$ cat config.mk
export PLATFORM = sky130hd
export DESIGN_NAME = multiphase_gen_flat
export DESIGN_NICKNAME = d
export VERILOG_FILES = /design/src/rtl/multiphase_gen_if.sv /design/src/rtl/multiphase_gen.sv /design/src/flat_wrapper.sv
export SDC_FILE = /design/constraint.sdc
export NUM_CORES = 1
export LEC_CHECK = 0
export ABC_AREA = 1
export CORE_MARGIN = 8
export CORE_UTILIZATION = 57
export CTS_CLUSTER_SIZE = 28
export DETAILED_ROUTE_END_ITERATION = 6
export PLACE_DENSITY_LB_ADDON = 0.1
export SLEW_MARGIN = 20
export SYNTH_ARGS = -nofsm -noshare
export SYNTH_HDL_FRONTEND = slang
export SYNTH_SLANG_ARGS = --single-unit
$ cat constraint.sdc
create_clock -name clk -period 2.4 [get_ports clk]
set_clock_uncertainty 0.2 [all_clocks]
set_input_delay 0.24 -clock clk [delete_from_list [all_inputs] [get_ports clk]]
set_output_delay 0.24 -clock clk [all_outputs]
set_load 0.03 [all_outputs]
$ cat src/rtl/multiphase_gen_if.sv
// Control and phase-output bundle for the multiphase generator.
// master drives run controls, slave returns the phase outputs.
interface multiphase_gen_if #(
  parameter int NPH  = 4,
  parameter int DIVW = 4
);
  localparam int IW = (NPH > 1) ? $clog2(NPH) : 1;

  logic            en;
  logic [DIVW-1:0] div;
  logic            gap_en;
  logic            dir;
  logic [NPH-1:0]  ph;
  logic [IW-1:0]   phase_idx;
  logic            sync;
  logic            active;

  modport master (
    output en, div, gap_en, dir,
    input  ph, phase_idx, sync, active
  );

  modport slave (
    input  en, div, gap_en, dir,
    output ph, phase_idx, sync, active
  );
endinterface

$ cat src/rtl/multiphase_gen.sv
// Non-overlapping multiphase clock generator.
// Rotates a one-hot phase with programmable hold and optional dead cycle.
module multiphase_gen #(
  parameter int NPH  = 4,
  parameter int DIVW = 4
) (
  input logic           clk,
  input logic           reset,
  multiphase_gen_if.slave bus
);
  localparam int IW = (NPH > 1) ? $clog2(NPH) : 1;

  localparam logic [1:0] S_IDLE  = 2'd0;
  localparam logic [1:0] S_DRIVE = 2'd1;
  localparam logic [1:0] S_GAP   = 2'd2;

  localparam logic [IW-1:0]  LAST = IW'(NPH - 1);
  localparam logic [NPH-1:0] ONE  = NPH'(1);

  logic [1:0]      state_q, state_d;
  logic [NPH-1:0]  ph_q, ph_d;
  logic [IW-1:0]   idx_q, idx_d;
  logic [IW-1:0]   nidx_q, nidx_d;
  logic            sync_q, sync_d;
  logic [DIVW-1:0] cnt_q, cnt_d;
  logic [DIVW-1:0] dlat_q, dlat_d;

  logic [IW-1:0]   step_idx;
  logic [IW-1:0]   tgt_idx;
  logic            tc;

  assign tc = (cnt_q == dlat_q);

  // Neighbour phase with explicit wrap so non-power-of-2 NPH is correct.
  always_comb begin
    step_idx = idx_q;
    if (bus.dir) begin
      step_idx = (idx_q == '0) ? LAST : idx_q - 1'b1;
    end else begin
      step_idx = (idx_q == LAST) ? '0 : idx_q + 1'b1;
    end
  end

  // GAP resumes at the neighbour chosen at terminal count.
  assign tgt_idx = (state_q == S_GAP) ? nidx_q : step_idx;

  // Next-state and phase-entry logic.
  always_comb begin
    state_d = state_q;
    ph_d    = ph_q;
    idx_d   = idx_q;
    nidx_d  = nidx_q;
    sync_d  = 1'b0;
    cnt_d   = cnt_q;
    dlat_d  = dlat_q;
    case (state_q)
      S_IDLE: begin
        if (bus.en) begin
          state_d = S_DRIVE;
          idx_d   = '0;
          ph_d    = ONE;
          sync_d  = 1'b1;
          cnt_d   = '0;
          dlat_d  = bus.div;
        end
      end
      S_DRIVE, S_GAP: begin
        if (state_q == S_DRIVE && !tc) begin
          cnt_d = cnt_q + DIVW'(1);
        end else if (!bus.en) begin
          state_d = S_IDLE;
          ph_d    = '0;
          cnt_d   = '0;
        end else if (state_q == S_DRIVE && bus.gap_en) begin
          state_d = S_GAP;
          ph_d    = '0;
          nidx_d  = step_idx;
          cnt_d   = '0;
        end else begin
          state_d = S_DRIVE;
          idx_d   = tgt_idx;
          ph_d    = ONE << tgt_idx;
          sync_d  = (tgt_idx == '0);
          cnt_d   = '0;
          dlat_d  = bus.div;
        end
      end
      default: begin
        state_d = S_IDLE;
        ph_d    = '0;
        cnt_d   = '0;
      end
    endcase
  end

  // State registers, cleared asynchronously.
  always_ff @(posedge clk or negedge reset) begin
    if (!reset) begin
      state_q <= S_IDLE;
      ph_q    <= '0;
      idx_q   <= '0;
      nidx_q  <= '0;
      sync_q  <= 1'b0;
      cnt_q   <= '0;
      dlat_q  <= '0;
    end else begin
      state_q <= state_d;
      ph_q    <= ph_d;
      idx_q   <= idx_d;
      nidx_q  <= nidx_d;
      sync_q  <= sync_d;
      cnt_q   <= cnt_d;
      dlat_q  <= dlat_d;
    end
  end

  assign bus.ph        = ph_q;
  assign bus.phase_idx = idx_q;
  assign bus.sync      = sync_q;
  assign bus.active    = (state_q != S_IDLE);
endmodule

$ cat src/flat_wrapper.sv
// flat-port wrapper written by rule: the top's interface ports become plain ports
module multiphase_gen_flat 
#(
  parameter int NPH  = 4,
  parameter int DIVW = 4
)
  (clk, reset, bus_en, bus_div, bus_gap_en, bus_dir, bus_ph, bus_phase_idx, bus_sync, bus_active);
  multiphase_gen_if #(.NPH(NPH), .DIVW(DIVW)) bus_i ();
  input logic clk;
  input logic reset;
  input wire logic [$bits(bus_i.en)-1:0] bus_en;
  input wire logic [$bits(bus_i.div)-1:0] bus_div;
  input wire logic [$bits(bus_i.gap_en)-1:0] bus_gap_en;
  input wire logic [$bits(bus_i.dir)-1:0] bus_dir;
  output wire logic [$bits(bus_i.ph)-1:0] bus_ph;
  output wire logic [$bits(bus_i.phase_idx)-1:0] bus_phase_idx;
  output wire logic [$bits(bus_i.sync)-1:0] bus_sync;
  output wire logic [$bits(bus_i.active)-1:0] bus_active;
  assign bus_i.en = bus_en;
  assign bus_i.div = bus_div;
  assign bus_i.gap_en = bus_gap_en;
  assign bus_i.dir = bus_dir;
  assign bus_ph = bus_i.ph;
  assign bus_phase_idx = bus_i.phase_idx;
  assign bus_sync = bus_i.sync;
  assign bus_active = bus_i.active;
  multiphase_gen #(.NPH(NPH), .DIVW(DIVW)) u_core (.clk(clk), .reset(reset), .bus(bus_i));
endmodule
==> impl_metrics.py, run 1 <==
metrics = {
    "critical_path": {
        "cp-endpoint": "bus_active",
        "r2r-end": "u_core.dlat_q[0]",
        "timing.critical_path.from_type": "register",
        "critical_path.max_fanout": 4,
        "reg_to_reg_start": "u_core.state_q[0]",
        "crit_path_frequent_cell": "inv_1",
        "critical_path_class": "register to output port",
        "critical_path.cell_chain": "inv_1, ha_1, inv_1, clkdlybuf4s50_1",
        "worst_path_max_delay_cell": "clkdlybuf4s50_1",
        "critical_path.endpoint_type": "output port",
        "critPathRequiredTime_ns": 1.96,
        "ff2ff_path_depth": 7,
        "rrSetupSlack_ns": 0.50,
        "cpPeakStageDelay_ns": 0.68,
        "crit_start": "u_core.state_q[0]",
        "worst_ep_arrival_time_ns": 1.83,
    },
    "timing": {
        "finalSetupViolations": 0,
        "finalHoldViolations": 0,
        "final.min_clock_period_ns": 2.27,
        "worst_slew_pin_slew_ns": 0.317,
        "grt_setup_unrepaired": "false",
        "slew_headroom_pct": 78.8,
        "timing.final.ws_setup_ns": 0.127,
        "max_freq_mhz": 440,
        "timing.setup.tns_ns": 0,
        "maxSlewViolCount": 0,
        "timing.final.crit_share_pct": 94.7,
    },
    "logic_synthesis": {
        "synth_top_cell_area_share_pct": 41.2,
        "yosys_register_bits": 19,
        "yosys_warnings": 0,
        "ys_top_cells_by_area": "dfrtp_1, nand2_1, ha_1",
        "ys.flop_type": "dfrtp_1",
        "syn-instance-count": 146,
        "synth_sequential_area_ratio_pct": 41.2,
        "count_of_flip_flops_with_a_built_in_enable_after_synthesis": 0,
        "syn-mean-instance-area_um2": 7.90,
        "yosys.cell_types.count": 24,
        "yosys-top-cells-count": "nand2_1, inv_1, dfrtp_1",
        "synth_top_cell_by_area": "dfrtp_1",
        "synth.most_common_cell": "nand2_1",
        "syn-cell-area_mm2": 0.00115,
        "synth_nets": 162,
        "async_flop_share_pct": 100,
    },
    "clocking": {
        "clock_tree.htree_level_count": 1,
        "clock_tree.root_cell": "clkbuf_4",
        "hold_buffers": 0,
        "tritoncts": "built",
        "cts_buffer_depth": 2,
        "number_of_post_cts_setup_repair_buffers": 0,
        "cts_inserted_buffers": 3,
        "clk_pin_slew_ns": 0.11,
        "clock_insertion_delay_worst_skew_ns": 0.30,
        "ctsResizeCount": 0,
        "clock-sinks": 19,
    },
    "global_routing": {
        "grt_antenna_before_repair": 0,
        "grt_start_max_net_pins": 20,
        "grt.overflow.total": 0,
        "global_route_wire_length_before_repair_um": 4040,
        "gr-usage-all-layers_pct": 14.4,
        "grt_pass1_vias": 930,
    },
    "floorplanning": {
        "die_w_um": 61.0,
        "die_h_um": 61.0,
        "initial_core_util_pct": 59.4,
        "ioPinCount": 17,
        "fp.coreArea_mm2": 0.00194,
        "die-area_mm2": 0.00372,
        "rows": 16,
    },
    "placed_design": {
        "dp_hpwl_um": 1840,
        "numPlacedInstances": 190,
        "dp_worst_setup_slack_ns": 0.457,
        "port_buffers": 16,
        "finalWeightedCongestion": 0.850,
        "placed_cell_area_mm2": 0.00136,
    },
    "cells_and_area": {
        "layoutNonFillerInstCount": 194,
        "antennaDiodeCount": 0,
        "final_net_count": 184,
        "stdcell_area_mm2": 0.00138,
        "drive_above_1_share_pct": 12.0,
        "fillerInstances": 173,
        "area_growth_syn_to_layout_pct": 19.7,
    },
    "route": {
        "routed_wirelength_um": 2320,
        "router_iterations_before_antenna_repair": 4,
        "drc_errors": 0,
        "wl_per_cell_um": 11.9,
        "detail_route.wirelength.met1_um": 1070,
        "detailroute.wirelength.met3_um": 96,
        "viasPerCell": 5.02,
        "dr_total_vias": 973,
        "drt_iter0_markers": 17,
        "antenna_left": 0,
        "wl_met2_um": 1100,
        "highest_layer": "met4",
    },
    "power": {
        "power_mw": 1.76,
        "leakage_nw": 0.690,
        "vdd.ir_drop.worst_uv": 779,
        "power_density_mw_per_mm2": 1270,
    },
    "min_path": {
        "min_path_type": "input pin to async pin",
    },
    "job": {
        "drv_cap": 0,
    },
    "status": {
        "status": "finished, final reports clean",
    },
}
-- worst min path at each step --
stage / start / endpoint / slack (ns) / cells after the start
6_report: reset / u_core.state_q[1] / 0.06 / 2
2_1_floorplan: reset / u_core.bus.ph[0] / -0.26 / 0
3_3_place_gp: u_core.nidx_q[0] / u_core.nidx_q[0] / 0.26 / 1
5_1_grt: reset / u_core.state_q[1] / 0.07 / 2
4_1_cts: reset / u_core.cnt_q[1] / 0.06 / 2
3_5_place_dp: u_core.bus.ph[0] / u_core.bus.ph[0] / 0.26 / 2
-- area by class of cell --
class	instances	area, um2	share of cell area (%)
clock buffers	4	26.3	1.90
inverters	24	90.1	6.52
multi-input cells	103	588	42.6
flip-flops and latches	19	475	34.4
well taps	27	33.8	2.45
repair buffers	17	168	12.1
-- flip-flops by register name (all words and copies together), names as in the netlist --
signal / flops
u_core.bus.ph: 4
u_core.cnt_q: 4
u_core.dlat_q: 4
u_core.bus.phase_idx: 2
u_core.nidx_q: 2
u_core.state_q: 2
u_core.bus.sync: 1
-- power breakdown --
part	switching, mW	internal [mW]	total (mW)	leakage, nW
combinational	0.681	0.387	1.07	0.429
clock	0.102	0.0649	0.167	0.0150
sequential	0.0828	0.442	0.524	0.246
-- per-stage QoR --
step / util, % / hold slack, ns
finish: 71.1 / 0.0563
global placement: 69.8 / 0.258
detailed placement: 69.8 / 0.264
global route: 71.1 / 0.0724
floorplan: - / -0.256
CTS: 71.1 / 0.0552
-- placed cells by master (no fill, tap or decap), drive strengths merged --
cell | netlist | routed
inv | 24 | 24
or2 | 1 | 1
buf | 0 | 1
o21a | 1 | 1
dfrtp | 19 | 19
nand3 | 6 | 6
a21o | 1 | 1
a21oi | 7 | 7
clkdlybuf4s50 | 0 | 16
nand4 | 8 | 8
xor2 | 2 | 2
o22ai | 1 | 1
clkbuf | 0 | 4
o21ai | 8 | 8
nor2 | 9 | 9
and2 | 1 | 1
nand2 | 51 | 51
ha | 7 | 7
-- kinds of logic (layout without fill, tap and decap cells) --
logic type | Yosys count | count (layout) | share of synthesized area, %
AND/OR/NAND/NOR | 76 | 76 | 32.2
buffers and inverters | 24 | 45 | 7.81
flip-flops | 19 | 19 | 41.2
AO/OA/AOI/OAI | 18 | 18 | 9.65
adder cells (fa/ha/maj) | 7 | 7 | 7.59
XOR/XNOR | 2 | 2 | 1.52
-- worst max-delay path, delay by kind of cell (launching register included) --
kind	cells	cell delay, ns
DFF	1	0.42
buffers and inverters	3	0.87
adders and majority gates	1	0.23
-- per-layer routing --
metal	vias to the layer above	track usage (%)
li1	504	-
met1	446	18.3
met2	18	22.3
met3	5	2.75
met4	0	7.97
met5	-	0
(Power assumes the default switching activity.)
==> run 2: changes to the inputs <==
SETUP_SLACK_MARGIN = 0.4   (was default)
==> run 2 against run 1 <==
  * Sequential share of layout area shrank 0.093 points
  * Hold slack is essentially flat
  * Largest cell class unchanged
  * Core utilization grew 0.19 points
==> impl_metrics.py, run 2 (synthesized netlist as in run 1, its figures left out) <==
metrics = {
    "timing": {
        "finalHoldViolations": 0,
        "maxSlewViolCount": 0,
        "grt_setup_unrepaired": "false",
        "worst_slew_pin_slew_ns": 0.317,
        "timing.final.crit_share_pct": 78.8,
        "timing.setup.tns_ns": 0,
        "slew_headroom_pct": 78.8,
        "timing.final.ws_setup_ns": 0.508,
        "finalSetupViolations": 0,
        "max_freq_mhz": 529,
        "final.min_clock_period_ns": 1.89,
    },
    "critical_path": {
        "worst_ep_arrival_time_ns": 1.45,
        "critical_path.endpoint_type": "output port",
        "critical_path.max_fanout": 4,
        "rrSetupSlack_ns": 0.57,
        "timing.critical_path.from_type": "register",
        "crit_start": "u_core.bus.phase_idx[0]",
        "critical_path_class": "register to output port",
        "critPathRequiredTime_ns": 1.96,
        "reg_to_reg_start": "u_core.state_q[0]",
    },
    "clocking": {
        "hold_buffers": 0,
        "clock_tree.htree_level_count": 1,
        "clock-sinks": 19,
        "clk_pin_slew_ns": 0.11,
        "cts_buffer_depth": 2,
        "cts_inserted_buffers": 3,
        "tritoncts": "built",
        "clock_insertion_delay_worst_skew_ns": 0.30,
        "clock_tree.root_cell": "clkbuf_4",
    },
    "job": {
        "drv_cap": 0,
    },
    "global_routing": {
        "grt.overflow.total": 0,
        "grt_start_max_net_pins": 20,
        "global_route_wire_length_before_repair_um": 4040,
        "grt_pass1_vias": 930,
        "gr-usage-all-layers_pct": 14.4,
        "grt_antenna_before_repair": 0,
    },
    "floorplanning": {
        "initial_core_util_pct": 59.4,
        "die-area_mm2": 0.00372,
        "die_h_um": 61.0,
        "ioPinCount": 17,
        "rows": 16,
        "die_w_um": 61.0,
        "fp.coreArea_mm2": 0.00194,
    },
    "placed_design": {
        "finalWeightedCongestion": 0.850,
        "dp_hpwl_um": 1840,
        "port_buffers": 16,
        "dp_worst_setup_slack_ns": 0.457,
        "placed_cell_area_mm2": 0.00136,
    },
    "route": {
        "viasPerCell": 5.02,
        "highest_layer": "met4",
        "detail_route.wirelength.met1_um": 1070,
        "wl_met2_um": 1100,
        "dr_total_vias": 979,
        "drc_errors": 0,
        "router_iterations_before_antenna_repair": 4,
        "drt_iter0_markers": 29,
        "detailroute.wirelength.met3_um": 101,
        "antenna_left": 0,
        "wl_per_cell_um": 11.9,
        "routed_wirelength_um": 2320,
    },
    "min_path": {
        "min_path_type": "input pin to async pin",
    },
    "power": {
        "leakage_nw": 0.696,
        "power_density_mw_per_mm2": 1270,
        "power_mw": 1.76,
        "vdd.ir_drop.worst_uv": 759,
    },
    "cells_and_area": {
        "stdcell_area_mm2": 0.00139,
        "multi_input_area_um2": 589,
        "drive_above_1_share_pct": 13.7,
        "fillerInstances": 173,
        "layout.cells.most_common_list": "nand2_1, inv_1, dfrtp_1, clkdlybuf4s50_1",
        "area_growth_syn_to_layout_pct": 20.1,
        "layout_commonest_cell": "nand2_1",
        "antennaDiodeCount": 0,
        "sequential_cell_area_um2": 475,
        "final_net_count": 185,
    },
    "status": {
        "status": "finished, final reports clean",
    },
}
[run 2: changes by cell type in the layout (fill, tap and decap cells not counted)]
cell             delta
buf_4               +1
clkbuf_2            +1
clkdlybuf4s50_1     -1
o21a_1              -1
o21a_2              +1
[run 2: worst max-delay path, cell delays in order (launching register included)]
cell	delay, ns
dfrtp_1	0.37
buf_4	0.12
clkdlybuf4s50_1	0.66
[run 2: report_power, final]
group | switching, mW | internal, mW
sequential | 0.0786 | 0.442
clock | 0.102 | 0.0649
combinational | 0.688 | 0.386
[run 2: worst paths after layout]
kind | end | depth (start not counted)
worst max-delay path | bus_phase_idx[0] | 2
worst max register to register | u_core.dlat_q[0] | 7
worst min-delay path | u_core.state_q[1] | 2
worst min register to register | u_core.nidx_q[0] | 1
max in group asynchronous | u_core.bus.phase_idx[0] | 2
min in group clk | u_core.nidx_q[0] | 1
[run 2: per-layer routing]
metal / vias to the layer above / global-route usage [%]
met5: - / 0
li1: 505 / -
met3: 5 / 2.75
met4: 0 / 7.97
met2: 22 / 22.3
met1: 447 / 18.3
[run 2: per-stage QoR]
stage          cells  hold WS [ns]  utilization, %
2_1_floorplan    146        -0.256               -
3_3_place_gp     190         0.258            69.8
3_5_place_dp     190         0.264            69.8
4_1_cts          194        0.0552            71.1
5_1_grt          195        0.0724            71.3
6_report         195        0.0562            71.3
[run 2: cell type report]
class                   count  area share, %
repair buffers             18           12.3
well taps                  27           2.44
flip-flops and latches     19           34.3
inverters                  24           6.50
multi-input cells         103           42.5
clock buffers               4           1.90
[run 2: repair_timing]
item,4_1_cts,5_1_grt
setup buffers,0,1
resized for setup,2,2
setup endpoints to repair,1,8
pin swaps,0,1
endpoints found under the hold margin,0,0
==> run 3: changes to the inputs <==
CORE_UTILIZATION = 53   (was 57)
clock period = 1.98 ns   (was 2.4 ns; I/O delays follow)
==> run 3 against run 2 <==
  * Wire length grew 36%
  * Register-to-register slack lost 0.37 ns
  * Design area increased by 20%
  * Sequential share of layout area down 5.5 points
  * Largest power group unchanged
  * Worst setup slack got worse by 0.30 ns
  * Via count grew 14%
  * Global-route usage rose by 0.74 points
  * Sequential cell count unchanged
  * First-iteration DRC count increased by 79%
  * Hold slack got worse by 0.044 ns
  * Die area rose by 5.6%
  * Clock power increased by 25%
==> impl_metrics.py, run 3 (synthesized netlist as in run 1, its figures left out) <==
metrics = {
    "timing": {
        "max_freq_mhz": 563,
        "timing.final.crit_share_pct": 89.7,
        "grt_setup_unrepaired": "true",
        "worst_slew_pin_slew_ns": 0.319,
        "final.min_clock_period_ns": 1.78,
        "finalSetupViolations": 0,
        "slew_headroom_pct": 78.6,
        "maxSlewViolCount": 0,
        "finalHoldViolations": 0,
        "timing.setup.tns_ns": 0,
    },
    "critical_path": {
        "worst_path_max_delay_cell": "dfrtp_1",
        "critical_path_class": "register to register",
        "cpPeakStageDelay_ns": 0.45,
        "cell_family_with_the_largest_share_of_critical_path_delay": "flip-flops",
        "worst_ep_arrival_time_ns": 1.82,
        "timing.critical_path.from_type": "register",
        "critPathRequiredTime_ns": 2.02,
        "crit_path_frequent_cell": "nand3_2",
        "critical_path.max_fanout": 4,
        "critPathBufInv": 3,
        "critical_path.endpoint_type": "register",
        "critical_path.cell_chain": "inv_2, buf_4, ha_4, inv_4, nand3_2, o21ai_2, nor2_2, nand3_2, a21oi_2",
    },
    "placed_design": {
        "placed_cell_area_mm2": 0.00140,
        "dp_hpwl_um": 1980,
        "finalWeightedCongestion": 0.935,
        "port_buffers": 16,
    },
    "cells_and_area": {
        "final_net_count": 196,
        "area_growth_syn_to_layout_pct": 43.9,
        "layout.cells.most_common_list": "nand2_1, dfrtp_1, buf_4, inv_1, inv_2",
        "stdcell_area_mm2": 0.00166,
        "layout_commonest_cell": "nand2_1",
        "drive_above_1_share_pct": 42.5,
        "antennaDiodeCount": 0,
    },
    "global_routing": {
        "gr-usage-all-layers_pct": 15.2,
        "grt.overflow.total": 0,
        "global_route_wire_length_before_repair_um": 5060,
        "grt_start_max_net_pins": 20,
        "grt_pass1_vias": 1160,
        "grt_antenna_before_repair": 0,
    },
    "power": {
        "vdd.ir_drop.worst_uv": 1120,
        "power_density_mw_per_mm2": 1650,
        "leakage_nw": 0.796,
    },
    "clocking": {
        "clock_insertion_delay_worst_skew_ns": 0.31,
        "clock-sinks": 19,
        "hold_buffers": 0,
        "clock_tree.root_cell": "clkbuf_4",
        "cts_inserted_buffers": 3,
        "tritoncts": "built",
        "clock_tree.htree_level_count": 1,
        "clk_pin_slew_ns": 0.12,
        "cts_buffer_depth": 2,
    },
    "floorplanning": {
        "die_h_um": 62.7,
        "ioPinCount": 17,
        "die-area_mm2": 0.00393,
        "initial_core_util_pct": 54.2,
        "rows": 17,
        "fp.coreArea_mm2": 0.00213,
        "die_w_um": 62.7,
    },
    "route": {
        "routed_wirelength_um": 3150,
        "dr_total_vias": 1118,
        "drc_errors": 0,
        "antenna_left": 0,
        "viasPerCell": 5.40,
        "wl_per_cell_um": 15.2,
        "router_iterations_before_antenna_repair": 4,
        "drt_iter0_markers": 52,
    },
    "min_path": {
        "min_path_type": "input pin to async pin",
    },
    "job": {
        "drv_cap": 0,
    },
    "status": {
        "status": "finished, final reports clean",
    },
}
==> run 3: changes by cell type in the layout (fill, tap and decap cells not counted), moves of 6 or more <==
cell / previous run / this run
buf_4: 2 / 12
clkdlybuf4s50_1: 15 / 8
dlygate4sd2_1: 0 / 6
inv_1: 21 / 11
inv_2: 3 / 10
nand2_1: 46 / 37
nand2_2: 2 / 9
==> run 3: metrics by stage <==
| step | instances | util (%) | hold slack, ns | setup slack [ns] | power [mW] |
|---|---|---|---|---|---|
| 2_1_floorplan | 146 | - | -0.298 | 0.370 | 1.67 |
| 3_3_place_gp | 192 | 66.0 | 0.251 | 0.212 | 2.02 |
| 3_5_place_dp | 192 | 66.0 | 0.262 | 0.152 | 2.06 |
| 4_1_cts | 202 | 74.6 | 0.0243 | 0.244 | 2.55 |
| 5_1_grt | 207 | 78.1 | 0.0437 | 0.151 | 2.91 |
| 6_report | 207 | 78.1 | 0.0127 | 0.203 | 2.74 |
==> run 3: cell type report <==
cell class | instances | area (um2)
fillers | 149 | 467
clock buffers | 4 | 26.3
repair buffers | 29 | 250
well taps | 28 | 35.0
flip-flops and latches | 19 | 479
multi-input cells | 103 | 769
inverters | 24 | 100
==> run 3: worst paths after layout <==
check,startpoint,to,slack (ns),cells after the start
setup / recovery,u_core.state_q[0],u_core.bus.sync,0.20,9
max in group asynchronous,reset,u_core.cnt_q[0],1.34,2
setup reg to reg,u_core.state_q[0],u_core.bus.sync,0.20,9
hold / removal,reset,u_core.bus.sync,0.01,2
min in group clk,bus_div[0],u_core.dlat_q[0],0.27,3
hold reg to reg,u_core.bus.ph[2],u_core.bus.ph[2],0.29,2
==> run 3: layer usage <==
metal	wire length, um	up-vias	share of wire (%)	global-route usage [%]
met3	223	6	7.1	3.76
met2	1570	45	50	26.6
li1	-	529	-	-
met5	0	-	0	0
met4	55	0	1.7	5.13
met1	1300	538	41	17.4
==> run 3: power by group <==
| part | switching [mW] | internal, mW | total (mW) |
|---|---|---|---|
| Clock | 0.129 | 0.0788 | 0.208 |
| Combinational | 1.14 | 0.742 | 1.88 |
| Sequential | 0.112 | 0.539 | 0.651 |
==> run 3: repair_timing <==
action | 4_1_cts | 5_1_grt
setup endpoints to repair | 24 | 21
pin swaps | 9 | 8
gates resized for setup | 44 | 19
buffers inserted | 6 | 5
